## src/rtl/cog_loader_pkg.sv

```systemverilog
// rtl/cog_loader_pkg.sv - shared FSM state type and default load size for the cog loader
package cog_loader_pkg;

    typedef enum logic [1:0] {
        IDLE  = 2'd0,
        REQ   = 2'd1,
        WRITE = 2'd2,
        FIN   = 2'd3
    } state_e;

    localparam int DEFAULT_LOAD_LONGS = 496;

endpackage

```

## src/rtl/cog_loader_if.sv

```systemverilog
// rtl/cog_loader_if.sv - hub read handshake plus cog RAM write port bundle
interface cog_loader_if #(
    parameter int BIT_DEPTH = 9,
    parameter int HUB_AW    = 14
);
    logic                 hub_req;
    logic [HUB_AW-1:0]    hub_addr;
    logic                 hub_ack;
    logic [31:0]          hub_data;
    logic                 ram_ena;
    logic                 ram_w;
    logic [BIT_DEPTH-1:0] ram_a;
    logic [31:0]          ram_d;

    modport master (
        output hub_req, hub_addr, ram_ena, ram_w, ram_a, ram_d,
        input  hub_ack, hub_data
    );

    modport slave (
        input  hub_req, hub_addr, ram_ena, ram_w, ram_a, ram_d,
        output hub_ack, hub_data
    );
endinterface

```

## src/rtl/cog_loader.sv

```systemverilog
// rtl/cog_loader.sv - copies LOAD_LONGS consecutive hub longs into cog RAM 0..LOAD_LONGS-1
module cog_loader
    import cog_loader_pkg::*;
#(
    parameter int BIT_DEPTH  = 9,
    parameter int LOAD_LONGS = DEFAULT_LOAD_LONGS,
    parameter int HUB_AW     = 14
) (
    input  logic              clk,
    input  logic              rst,
    input  logic              start,
    input  logic [HUB_AW-1:0] ptr,
    output logic              busy,
    output logic              done,
    cog_loader_if.master      bus
);

    localparam logic [BIT_DEPTH:0] LAST_COUNT = (BIT_DEPTH+1)'(LOAD_LONGS - 1);

    state_e               state_q, state_d;
    logic [BIT_DEPTH:0]   count_q, count_d;
    logic [HUB_AW-1:0]    base_q, base_d;
    logic [HUB_AW-1:0]    hub_addr_q, hub_addr_d;
    logic                 hub_req_q, hub_req_d;
    logic                 ram_we_q, ram_we_d;
    logic                 busy_q, busy_d;
    logic                 done_q, done_d;
    logic [BIT_DEPTH-1:0] ram_a_q, ram_a_d;
    logic [31:0]          ram_d_q, ram_d_d;

    always_comb begin
        state_d = state_q;
        count_d = count_q;
        base_d  = base_q;
        ram_a_d = ram_a_q;
        ram_d_d = ram_d_q;
        case (state_q)
            IDLE: begin
                if (start) begin
                    base_d  = ptr;
                    count_d = '0;
                    state_d = REQ;
                end
            end
            REQ: begin
                if (bus.hub_ack) begin
                    ram_d_d = bus.hub_data;
                    ram_a_d = count_q[BIT_DEPTH-1:0];
                    state_d = WRITE;
                end
            end
            WRITE: begin
                if (count_q == LAST_COUNT) begin
                    state_d = FIN;
                end else begin
                    count_d = count_q + (BIT_DEPTH+1)'(1);
                    state_d = REQ;
                end
            end
            FIN:     state_d = IDLE;
            default: state_d = IDLE;
        endcase

        // Outputs are decoded from the next state so they appear registered
        // in the same cycle the FSM enters that state.
        hub_req_d  = (state_d == REQ);
        ram_we_d   = (state_d == WRITE);
        busy_d     = (state_d == REQ) || (state_d == WRITE);
        done_d     = (state_d == FIN);
        hub_addr_d = hub_req_d ? (base_d + HUB_AW'(count_d)) : hub_addr_q;
    end

    always_ff @(posedge clk) begin
        if (rst) begin
            state_q    <= IDLE;
            count_q    <= '0;
            base_q     <= '0;
            hub_addr_q <= '0;
            hub_req_q  <= 1'b0;
            ram_we_q   <= 1'b0;
            busy_q     <= 1'b0;
            done_q     <= 1'b0;
            ram_a_q    <= '0;
            ram_d_q    <= '0;
        end else begin
            state_q    <= state_d;
            count_q    <= count_d;
            base_q     <= base_d;
            hub_addr_q <= hub_addr_d;
            hub_req_q  <= hub_req_d;
            ram_we_q   <= ram_we_d;
            busy_q     <= busy_d;
            done_q     <= done_d;
            ram_a_q    <= ram_a_d;
            ram_d_q    <= ram_d_d;
        end
    end

    assign busy         = busy_q;
    assign done         = done_q;
    assign bus.hub_req  = hub_req_q;
    assign bus.hub_addr = hub_addr_q;
    assign bus.ram_ena  = ram_we_q;
    assign bus.ram_w    = ram_we_q;
    assign bus.ram_a    = ram_a_q;
    assign bus.ram_d    = ram_d_q;

endmodule

```

## src/flat_wrapper.sv

```systemverilog
// flat-port wrapper written by rule: the top's interface ports become plain ports
module cog_loader_flat import cog_loader_pkg::*;
#(
    parameter int BIT_DEPTH  = 9,
    parameter int LOAD_LONGS = DEFAULT_LOAD_LONGS,
    parameter int HUB_AW     = 14
)
  (clk, rst, start, ptr, busy, done, bus_hub_req, bus_hub_addr, bus_ram_ena, bus_ram_w, bus_ram_a, bus_ram_d, bus_hub_ack, bus_hub_data);
  cog_loader_if #(.BIT_DEPTH(BIT_DEPTH), .HUB_AW(HUB_AW)) bus_i ();
  input  logic clk;
  input  logic rst;
  input  logic start;
  input  logic [HUB_AW-1:0] ptr;
  output logic busy;
  output logic done;
  output wire logic [$bits(bus_i.hub_req)-1:0] bus_hub_req;
  output wire logic [$bits(bus_i.hub_addr)-1:0] bus_hub_addr;
  output wire logic [$bits(bus_i.ram_ena)-1:0] bus_ram_ena;
  output wire logic [$bits(bus_i.ram_w)-1:0] bus_ram_w;
  output wire logic [$bits(bus_i.ram_a)-1:0] bus_ram_a;
  output wire logic [$bits(bus_i.ram_d)-1:0] bus_ram_d;
  input wire logic [$bits(bus_i.hub_ack)-1:0] bus_hub_ack;
  input wire logic [$bits(bus_i.hub_data)-1:0] bus_hub_data;
  assign bus_hub_req = bus_i.hub_req;
  assign bus_hub_addr = bus_i.hub_addr;
  assign bus_ram_ena = bus_i.ram_ena;
  assign bus_ram_w = bus_i.ram_w;
  assign bus_ram_a = bus_i.ram_a;
  assign bus_ram_d = bus_i.ram_d;
  assign bus_i.hub_ack = bus_hub_ack;
  assign bus_i.hub_data = bus_hub_data;
  cog_loader #(.BIT_DEPTH(BIT_DEPTH), .LOAD_LONGS(LOAD_LONGS), .HUB_AW(HUB_AW)) u_core (.clk(clk), .rst(rst), .start(start), .ptr(ptr), .busy(busy), .done(done), .bus(bus_i));
endmodule
```

## config.mk

```make
export PLATFORM = sky130hd
export DESIGN_NAME = cog_loader_flat
export DESIGN_NICKNAME = d
export VERILOG_FILES = /design/src/rtl/cog_loader_pkg.sv /design/src/rtl/cog_loader_if.sv /design/src/rtl/cog_loader.sv /design/src/flat_wrapper.sv
export SDC_FILE = /design/constraint.sdc
export NUM_CORES = 1
export LEC_CHECK = 0
export CORE_MARGIN = 3
export CORE_UTILIZATION = 45
export DETAILED_ROUTE_END_ITERATION = 10
export PLACE_DENSITY = 0.76
export SLEW_MARGIN = 20
export SYNTH_ARGS = -nofsm -noshare
export SYNTH_HDL_FRONTEND = slang
export SYNTH_SLANG_ARGS = --single-unit
```

## constraint.sdc

```tcl
create_clock -name clk -period 9.9 [get_ports clk]
set_input_delay 2.475 -clock clk [delete_from_list [all_inputs] [get_ports clk]]
set_output_delay 2.475 -clock clk [all_outputs]
set_load 0.1 [all_outputs]
```

==> run metrics, run 1 <==
post-layout min period=5.29 ns; register bit total from synthesis=85; number of nets in the synthesized netlist=549; final worst-path setup slack=4.61 ns; Via Count=3560; count of maximum capacitance violations=0; distinct cell type count after synthesis=57; routed via count divided by cell count=5.16; clock root buffer=sky130_fd_sc_hd__clkbuf_8; TritonCTS Sinks=85; Reg-to-Reg Start=u_core.count_q[0]$_SDFF_PP0_; cell depth of the worst flop-to-flop path=13; status=complete, no violations; post-route insts no fill=690; Die Height=99.5 um; core utilization of the finished layout=63.0%; largest fanout of any net on the critical path=19; number of enable-type register cells in the synthesized netlist=0; number of endpoints with negative hold slack in the final report=0; half-perimeter wire length after detailed placement=7030 um; top library cells by usage in the layout, fill and taps aside=128 x sky130_fd_sc_hd__nand2_1, 108 x sky130_fd_sc_hd__clkdlybuf4s50_1, 85 x sky130_fd_sc_hd__dfxtp_1; last weighted congestion value of the routability-driven placer=0.845; effective utilization at floorplan=47.2%; cell area after synthesis=3940 sq um; crit share post-route=53.4%; class of the most critical hold timing path=reg -> reg; Total Power Consumption=0.818 mW; Max-slew headroom=30.9%; transition at the pin with the smallest max-transition slack=1.03 ns; standard-cell rows=33; # diodes=0; Worst Path Required=10.13 ns; DP Cell Count=674; highest clock frequency the design can meet=189 MHz; Clk Latency, worst-skew pair=0.35 ns; most common cell after layout, fill and taps aside=sky130_fd_sc_hd__nand2_1; worst-case hold slack=0.454 ns; pin count of the biggest net entering global routing=65; clock tree from TritonCTS=yes; cts hold-fix bufs=0; routed wire length=9730 um; synthesized netlist cell count=485; asr flop ratio synth=0%; post-place instance area=5050 sq um; static leakage=2.02 nW; Slew Viols, Final=0; Floorplan Core Area=8340 sq um; RSZ-0062 raised after global routing=false; # resized after CTS=0; post-placement worst setup slack=4.30 ns; ratio of total power to cell area=156 nW/um^2; ratio of cells with drive above 1 in the final layout=6.15%; global-route wire length before repair=16300 um; critical path data arrival time=5.52 ns; warning count from the yosys run=0; sequential element share of the synthesized area=43.2%; startpoint type of the worst setup path=primary input; Fin Setup TNS=0 ns; capturing element type of the critical path=register; Boundary Pins=110; slack of the worst reg-to-reg path=6.20 ns; worst hold path depth=2; final global-route overflow total=0; number of clock buffers inserted by TritonCTS=9; IO buf count=109; GR Util All Layers=19.8%; net total in the final layout=644; CP Class=in -> reg; Min-Delay Endpoint=u_core.bus.ram_a[6]$_SDFFE_PP0P_; number of iterations in the first detailed-routing pass=4; remaining antenna violation count=0; per-instance average area after synthesis=8.11 sq um; dominant synthesized flop cell=sky130_fd_sc_hd__dfxtp_1; DRC Markers=0; final count of negative-setup-slack endpoints=0; number of buffers on the longest clock path=2; routed length per placed instance=14.1 um; total number of H-tree levels=3; clock-pin transition on the worst setup and hold timing paths=0.08 ns; worst clock skew=0.0103 ns; area of the die=9900 sq um; die span in x=99.5 um; launch instance of the worst min-delay path=u_core.bus.ram_a[6]$_SDFFE_PP0P_; number of antenna violations at the first check in global routing=0; Area Overhead vs Synth=33.6%; end of the worst register-to-register path=u_core.bus.hub_addr[8]$_SDFFE_PP0P_; worst supply voltage drop on vdd=0.0822 mV; Post-Layout Inst Area=5260 sq um; number of global-route vias before repair=3414; violation count after the first detailed-routing iteration=187; post-CTS setup buffer count=0
-- sequential cells by signal, summed over array words and instances, names as in the netlist --
register             cells
u_core.busy              1
u_core.bus.ram_ena       1
u_core.bus.hub_req       1
u_core.count_q          10
u_core.base_q           14
u_core.bus.ram_d        32
u_core.state_q           2
u_core.bus.hub_addr     14
u_core.bus.ram_a         9
u_core.done              1
-- where the power goes --
group	internal, mW	leakage [nW]	switching (mW)	total [mW]
clock network	0.142	0.101	0.120	0.262
logic	0.0597	1.23	0.132	0.191
registers	0.357	0.692	0.00823	0.365
-- cell families after synthesis --
family / share of synthesized area [%]
buffers and inverters: 4.61
adders and majority gates: 4.64
DFF: 43.2
xor gates and xnor gates: 0.890
AOI/OAI and AO/OA: 17.9
and+or+nand+nor: 24.8
muxes: 3.88
-- final cells by class --
class	count	area, sq um
fill	743	3080
multi-input combinational	358	2050
sequential	85	1700
clock inverter	4	72.6
tap	105	131
inverter	13	48.8
timing repair buffer	113	1120
clock buffer	12	135
-- synth_stat cells (6+ instances only) --
| master | count | area (sq um) |
|---|---|---|
| sky130_fd_sc_hd__a21oi_1 | 56 | 280 |
| sky130_fd_sc_hd__and2_1 | 18 | 113 |
| sky130_fd_sc_hd__and3_1 | 7 | 43.8 |
| sky130_fd_sc_hd__clkbuf_1 | 21 | 78.8 |
| sky130_fd_sc_hd__dfxtp_1 | 85 | 1700 |
| sky130_fd_sc_hd__ha_1 | 13 | 163 |
| sky130_fd_sc_hd__inv_1 | 13 | 48.8 |
| sky130_fd_sc_hd__mux2i_1 | 8 | 80.1 |
| sky130_fd_sc_hd__nand2_1 | 128 | 480 |
| sky130_fd_sc_hd__nand3_1 | 9 | 45.0 |
| sky130_fd_sc_hd__nor2_1 | 33 | 124 |
| sky130_fd_sc_hd__nor3_1 | 6 | 30.0 |
| sky130_fd_sc_hd__o21ai_0 | 15 | 75.1 |
-- worst max-delay path by stage --
stage	from	end	slack, ns	cells past startpoint
floorplan	start	u_core.bus.hub_addr[11]$_SDFFE_PP0P_	4.85	12
global placement	start	u_core.bus.hub_addr[11]$_SDFFE_PP0P_	4.34	12
detailed placement	start	u_core.bus.hub_addr[11]$_SDFFE_PP0P_	4.30	12
CTS	start	u_core.bus.hub_addr[11]$_SDFFE_PP0P_	4.65	12
global route	start	u_core.bus.hub_addr[11]$_SDFFE_PP0P_	4.37	12
finish	start	u_core.bus.hub_addr[11]$_SDFFE_PP0P_	4.61	12
-- per-layer routing --
metal	track usage, %	share of wire (%)	vias to the layer above
met5	0	0	-
met4	8.40	2.3	0
met3	2.17	5.1	18
met2	33.2	48	97
met1	26.0	45	1613
li1	-	-	1832
-- worst max-delay path, stage by stage --
cell,delay (ns)
sky130_fd_sc_hd__clkdlybuf4s50_1,0.51
sky130_fd_sc_hd__nor3b_2,0.17
sky130_fd_sc_hd__buf_4,0.27
sky130_fd_sc_hd__mux2i_1,0.37
sky130_fd_sc_hd__inv_1,0.09
sky130_fd_sc_hd__ha_1,0.32
sky130_fd_sc_hd__a211oi_1,0.30
sky130_fd_sc_hd__o21ai_0,0.23
sky130_fd_sc_hd__nand2_1,0.15
sky130_fd_sc_hd__o211ai_1,0.17
sky130_fd_sc_hd__and3_1,0.20
sky130_fd_sc_hd__a311o_1,0.26
(Power assumes the default switching activity.)
==> run 2: changes to the inputs <==
- clock period: 9.9 -> 5 ns (I/O delays scaled with it)
==> run metrics, run 2 (synthesis gave the netlist of run 1 again) <==
GR Util All Layers=19.8% (-0.033 points); Critical Path Source=start; Boundary Pins=110 (unchanged); Post-Layout Inst Area=5270 sq um (+0.26%); pin count of the biggest net entering global routing=64 (-1.5%); routed length per placed instance=14.1 um (+0.19%); Floorplan Core Area=8340 sq um (unchanged); TritonCTS Sinks=85 (unchanged); CP Class=in -> reg; sequential cell area=1700 sq um (unchanged); final count of negative-setup-slack endpoints=0 (unchanged); routed wire length=9750 um (+0.19%); net total in the final layout=644 (unchanged); critical path data arrival time=4.28 ns (-1.24 ns); capturing element type of the critical path=register; DRC Markers=0 (unchanged); class of the most critical hold timing path=reg -> reg; worst-case hold slack=0.457 ns (+0.00278 ns); Clk Latency, worst-skew pair=0.36 ns (about the same); effective utilization at floorplan=47.2% (unchanged); post-place instance area=5050 sq um (unchanged); Area Overhead vs Synth=34.0%; IO buf count=109 (unchanged); area of the multi-input gates=2050 sq um (unchanged); Fillers=743 (unchanged); Reg-to-Reg Start=u_core.count_q[0]$_SDFF_PP0_; cts hold-fix bufs=0 (unchanged); number of buffers on the longest clock path=2 (unchanged); ratio of total power to cell area=312 nW/um^2 (+100%); Fin Setup TNS=0 ns (unchanged); remaining antenna violation count=0 (unchanged); standard-cell rows=33 (unchanged); half-perimeter wire length after detailed placement=7010 um (-0.25%); top library cells by usage in the layout, fill and taps aside=128 x sky130_fd_sc_hd__nand2_1, 108 x sky130_fd_sc_hd__clkdlybuf4s50_1, 85 x sky130_fd_sc_hd__dfxtp_1; clock tree from TritonCTS=yes; Die Height=99.5 um (unchanged); status=complete, no violations; slack of the worst reg-to-reg path=1.36 ns (-4.84 ns); worst clock skew=0.0120 ns (+0.00167 ns); crit share post-route=80.5%; clock-pin transition on the worst setup and hold timing paths=0.09 ns (about the same); post-CTS setup buffer count=0 (unchanged); number of endpoints with negative hold slack in the final report=0 (unchanged); termination of the worst setup path=u_core.bus.hub_addr[11]$_SDFFE_PP0P_; cell depth of the worst flop-to-flop path=13 (unchanged); RSZ-0062 raised after global routing=false; last weighted congestion value of the routability-driven placer=0.867 (+2.6%); die span in x=99.5 um (unchanged); count of maximum capacitance violations=0 (unchanged); clock root buffer=sky130_fd_sc_hd__clkbuf_8; number of clock buffers inserted by TritonCTS=9 (unchanged); Via Count=3576 (+0.45%); # diodes=0 (unchanged); Max-slew headroom=32.4% (+1.6 points); static leakage=2.03 nW (+0.28%); routed via count divided by cell count=5.18 (+0.45%); ratio of cells with drive above 1 in the final layout=6.67% (+0.51 points); number of iterations in the first detailed-routing pass=5 (+1); most common cell after layout, fill and taps aside=sky130_fd_sc_hd__nand2_1; violation count after the first detailed-routing iteration=165 (-12%); startpoint type of the worst setup path=primary input; total number of H-tree levels=3 (unchanged); global-route wire length before repair=16100 um (-0.93%); final global-route overflow total=0 (unchanged); highest clock frequency the design can meet=248 MHz; number of global-route vias before repair=3424 (+0.29%); largest fanout of any net on the critical path=12 (-7); # resized after CTS=0 (unchanged); Worst Path Required=5.25 ns (-4.88 ns); worst supply voltage drop on vdd=0.162 mV (+97%); end of the worst register-to-register path=u_core.bus.hub_addr[11]$_SDFFE_PP0P_; post-layout min period=4.03 ns; number of antenna violations at the first check in global routing=0 (unchanged); Slew Viols, Final=0 (unchanged); transition at the pin with the smallest max-transition slack=1.01 ns (-0.0238 ns); flip-flop count of the largest register, all copies and words added=32 (unchanged); area of the die=9900 sq um (unchanged)
[run 2: cell types whose count changed in the layout (fill, tap and decap cells not counted)]
cell | before | now
sky130_fd_sc_hd__clkbuf_1 | 3 | 0
sky130_fd_sc_hd__clkinvlp_4 | 1 | 2
sky130_fd_sc_hd__inv_6 | 0 | 2
[run 2: through the flow]
| step | std cells | utilization (%) | total power [mW] | worst slack, ns |
|---|---|---|---|---|
| floorplan | 485 | - | 1.01 | 1.18 |
| detailed placement | 674 | 60.5 | 1.12 | 0.649 |
| global route | 690 | 63.2 | 1.71 | 0.682 |
| global placement | 674 | 60.5 | 1.11 | 0.770 |
| finish | 690 | 63.2 | 1.64 | 0.974 |
| CTS | 690 | 63.2 | 1.66 | 1.01 |
[run 2: worst max-delay path, stage by stage]
cell,delay [ns]
sky130_fd_sc_hd__clkdlybuf4s50_1,0.52
sky130_fd_sc_hd__nand2_1,0.27
sky130_fd_sc_hd__nand2_1,0.16
sky130_fd_sc_hd__nor2_1,0.05
sky130_fd_sc_hd__a21oi_1,0.28
sky130_fd_sc_hd__inv_1,0.09
sky130_fd_sc_hd__ha_1,0.30
sky130_fd_sc_hd__a211oi_1,0.33
sky130_fd_sc_hd__o21ai_0,0.24
sky130_fd_sc_hd__nand2_1,0.15
sky130_fd_sc_hd__o211ai_1,0.18
sky130_fd_sc_hd__and3_1,0.20
sky130_fd_sc_hd__a311o_1,0.26
[run 2: area by class of cell]
class                           instances  share of cell area [%]
Timing Repair Buffer                  113                    21.2
Inverter                               13                   0.926
Tap cell                              105                    2.49
Multi-Input combinational cell        358                    38.9
Clock buffer                            9                    2.35
Sequential cell                        85                    32.3
Clock inverter                          7                    1.85
[run 2: worst min-delay path by stage]
stage                                            startpoint                                end  slack, ns  cells after the start
after global routing      u_core.bus.ram_d[17]$_SDFFE_PP0P_  u_core.bus.ram_d[17]$_SDFFE_PP0P_       0.48                      2
after floorplan                u_core.count_q[8]$_SDFF_PP0_   u_core.bus.ram_a[8]$_SDFFE_PP0P_       0.46                      2
final                      u_core.bus.ram_a[0]$_SDFFE_PP0P_   u_core.bus.ram_a[0]$_SDFFE_PP0P_       0.46                      2
after detailed placement   u_core.bus.ram_d[7]$_SDFFE_PP0P_   u_core.bus.ram_d[7]$_SDFFE_PP0P_       0.45                      2
after global placement    u_core.bus.ram_d[28]$_SDFFE_PP0P_  u_core.bus.ram_d[28]$_SDFFE_PP0P_       0.44                      2
after CTS                 u_core.bus.ram_d[30]$_SDFFE_PP0P_  u_core.bus.ram_d[30]$_SDFFE_PP0P_       0.46                      2
[run 2: power breakdown]
group / switching (mW) / internal, mW
registers: 0.0157 / 0.707
clock network: 0.256 / 0.284
logic: 0.262 / 0.118
total: 0.534 / 1.11
[run 2: routing by layer]
layer / up-vias / track usage, % / wire length, um
met3: 15 / 1.82 / 491
met4: 0 / 8.19 / 188
met2: 102 / 33.4 / 4750
li1: 1838 / - / -
met5: - / 0 / 0
met1: 1621 / 26.0 / 4320
==> run 3: changes to the inputs <==
- clock period: 5 -> 3.9 ns (I/O delays scaled with it)
==> run metrics, run 3 (synthesis gave the netlist of run 1 again) <==
met2 capacity usage during global routing=35.0% (+1.6 points); top library cells by usage in the layout, fill and taps aside=128 x sky130_fd_sc_hd__nand2_1, 108 x sky130_fd_sc_hd__clkdlybuf4s50_1, 83 x sky130_fd_sc_hd__dfxtp_1; met3 GRT Util=2.10% (+0.28 points); transition at the pin with the smallest max-transition slack=1.01 ns (+0.000249 ns); largest fanout of any net on the critical path=8 (-4); remaining antenna violation count=0 (unchanged); Clk Latency, worst-skew pair=0.35 ns (about the same); highest clock frequency the design can meet=271 MHz; critical path data arrival time=3.95 ns (-0.33 ns); number of iterations in the first detailed-routing pass=4 (-1); net total in the final layout=660 (+2.5%); CP Class=reg -> reg; half-perimeter wire length after detailed placement=7300 um (+4.0%); effective utilization at floorplan=47.2% (unchanged); GR Util All Layers=20.4% (+0.60 points); die span in x=99.5 um (unchanged); routed via count divided by cell count=5.23 (+0.93%); number of endpoints with negative hold slack in the final report=0 (unchanged); count of maximum capacitance violations=0 (unchanged); final global-route overflow total=0 (unchanged); layer with the highest usage after global routing=met2; Die Height=99.5 um (unchanged); final count of negative-setup-slack endpoints=0 (unchanged); cts hold-fix bufs=0 (unchanged); clock tree from TritonCTS=yes; Total Power Consumption=2.12 mW (+29%); area of the die=9900 sq um (unchanged); crit share post-route=94.8%; routed wire length=10100 um (+3.6%); ratio of cells with drive above 1 in the final layout=9.32% (+2.7 points); met1 Use GR=26.6% (+0.60 points); standard-cell rows=33 (unchanged); ratio of total power to cell area=392 nW/um^2 (+26%); clock-pin transition on the worst setup and hold timing paths=0.08 ns (about the same); total number of H-tree levels=3 (unchanged); Slew Viols, Final=0 (unchanged); most common cell after layout, fill and taps aside=sky130_fd_sc_hd__nand2_1; CP max-delay cell=sky130_fd_sc_hd__dfxtp_2; Via Count=3693 (+3.3%); number of buffers on the longest clock path=2 (unchanged); Fillers=714 (-3.9%); cell-by-cell listing of the critical path=ha_1, nand3_1, nor4_4, buf_4, a21oi_1, o21ai_0, ha_1, inv_1, fa_1, nor2b_1, o31a_1, nor3_1, o221ai_2, nand3_1, a311oi_2; capturing element type of the critical path=register; worst supply voltage drop on vdd=0.187 mV (+16%); clock root buffer=sky130_fd_sc_hd__clkbuf_8; static leakage=2.10 nW (+3.8%); worst path bufs/invs=2 (unchanged); global-route wire length before repair=16700 um (+3.5%); startpoint type of the worst setup path=register; kind of cell with the highest combined delay on the critical path=compound AO/OA/AOI/OAI gates; number of global-route vias before repair=3575 (+4.4%); Max-slew headroom=32.4% (about the same); pin count of the biggest net entering global routing=64 (unchanged); Area Overhead vs Synth=37.2%; number of clock buffers inserted by TritonCTS=9 (unchanged); IO buf count=109 (unchanged); worst clock skew=0.00917 ns (-0.00280 ns); TritonCTS Sinks=85 (unchanged); post-layout min period=3.70 ns; status=complete, no violations; number of antenna violations at the first check in global routing=0 (unchanged); DRC Markers=0 (unchanged); Floorplan Core Area=8340 sq um (unchanged); largest incremental delay on the critical path=0.42 ns (-0.10 ns); Worst Path Required=4.16 ns (-1.09 ns); last weighted congestion value of the routability-driven placer=0.896 (+3.3%); flip-flop count of the largest register, all copies and words added=32 (unchanged); class of the most critical hold timing path=reg -> reg; core utilization of the finished layout=64.7% (+1.5 points); # diodes=0 (unchanged); routed length per placed instance=14.3 um (+1.2%); Boundary Pins=110 (unchanged); violation count after the first detailed-routing iteration=180 (+9.1%)
## run 3: cell types whose count changed in the layout (fill, tap and decap cells not counted), sizes merged
cell / previous run / this run
clkbuf: 9 / 11
inv: 15 / 13
buf: 5 / 21
## run 3: worst min-delay path, delay by kind of cell (launching register included)
family	cells	cell delay (ns)
AOI/OAI and AO/OA	1	0.05
DFF	1	0.31
and+or+nand+nor	1	0.05
## run 3: power breakdown
part	internal [mW]	switching, mW
combinational	0.161	0.339
clock	0.380	0.312
sequential	0.906	0.0202
total	1.45	0.672
## run 3: final timing paths
kind / from / end / slack (ns) / cells after the start
min: u_core.bus.ram_d[12]$_SDFFE_PP0P_ / u_core.bus.ram_d[12]$_SDFFE_PP0P_ / 0.45 / 2
max: u_core.count_q[0]$_SDFF_PP0_ / u_core.bus.hub_addr[8]$_SDFFE_PP0P_ / 0.20 / 15
min reg2reg: u_core.bus.ram_d[12]$_SDFFE_PP0P_ / u_core.bus.ram_d[12]$_SDFFE_PP0P_ / 0.45 / 2
max reg2reg: u_core.count_q[0]$_SDFF_PP0_ / u_core.bus.hub_addr[8]$_SDFFE_PP0P_ / 0.20 / 15
## run 3: area by class of cell
class / count / area [sq um] / area share, %
Inverter: 13 / 48.8 / 0.904
Multi-Input combinational cell: 358 / 2050 / 38.0
Clock buffer: 11 / 141 / 2.62
Timing Repair Buffer: 129 / 1240 / 22.9
Tap cell: 105 / 131 / 2.43
Sequential cell: 85 / 1700 / 31.6
Clock inverter: 5 / 83.8 / 1.55
## run 3: timing repair
item / in CTS / in global routing
buffers inserted: 0 / 2
resized for setup: 0 / 2
setup endpoints to repair: 0 / 5
## run 3: through the flow
stage               worst slack [ns]  std cells  TNS (ns)  hold WS [ns]  instance area [sq um]
finish                         0.204        706         0         0.454                   5400
global route                -0.00299        706  -0.00299         0.481                   5400
CTS                            0.222        704         0         0.458                   5380
detailed placement          -0.00958        688  -0.00958         0.447                   5150
global placement              0.0683        688         0         0.441                   5150
floorplan                      0.354        485         0         0.455                   3940
## run 3: layer usage
layer	routed length, um	vias to the layer above
li1	-	1864
met1	4430	1707
met2	4980	106
met3	523	16
met4	165	0
met5	0	-
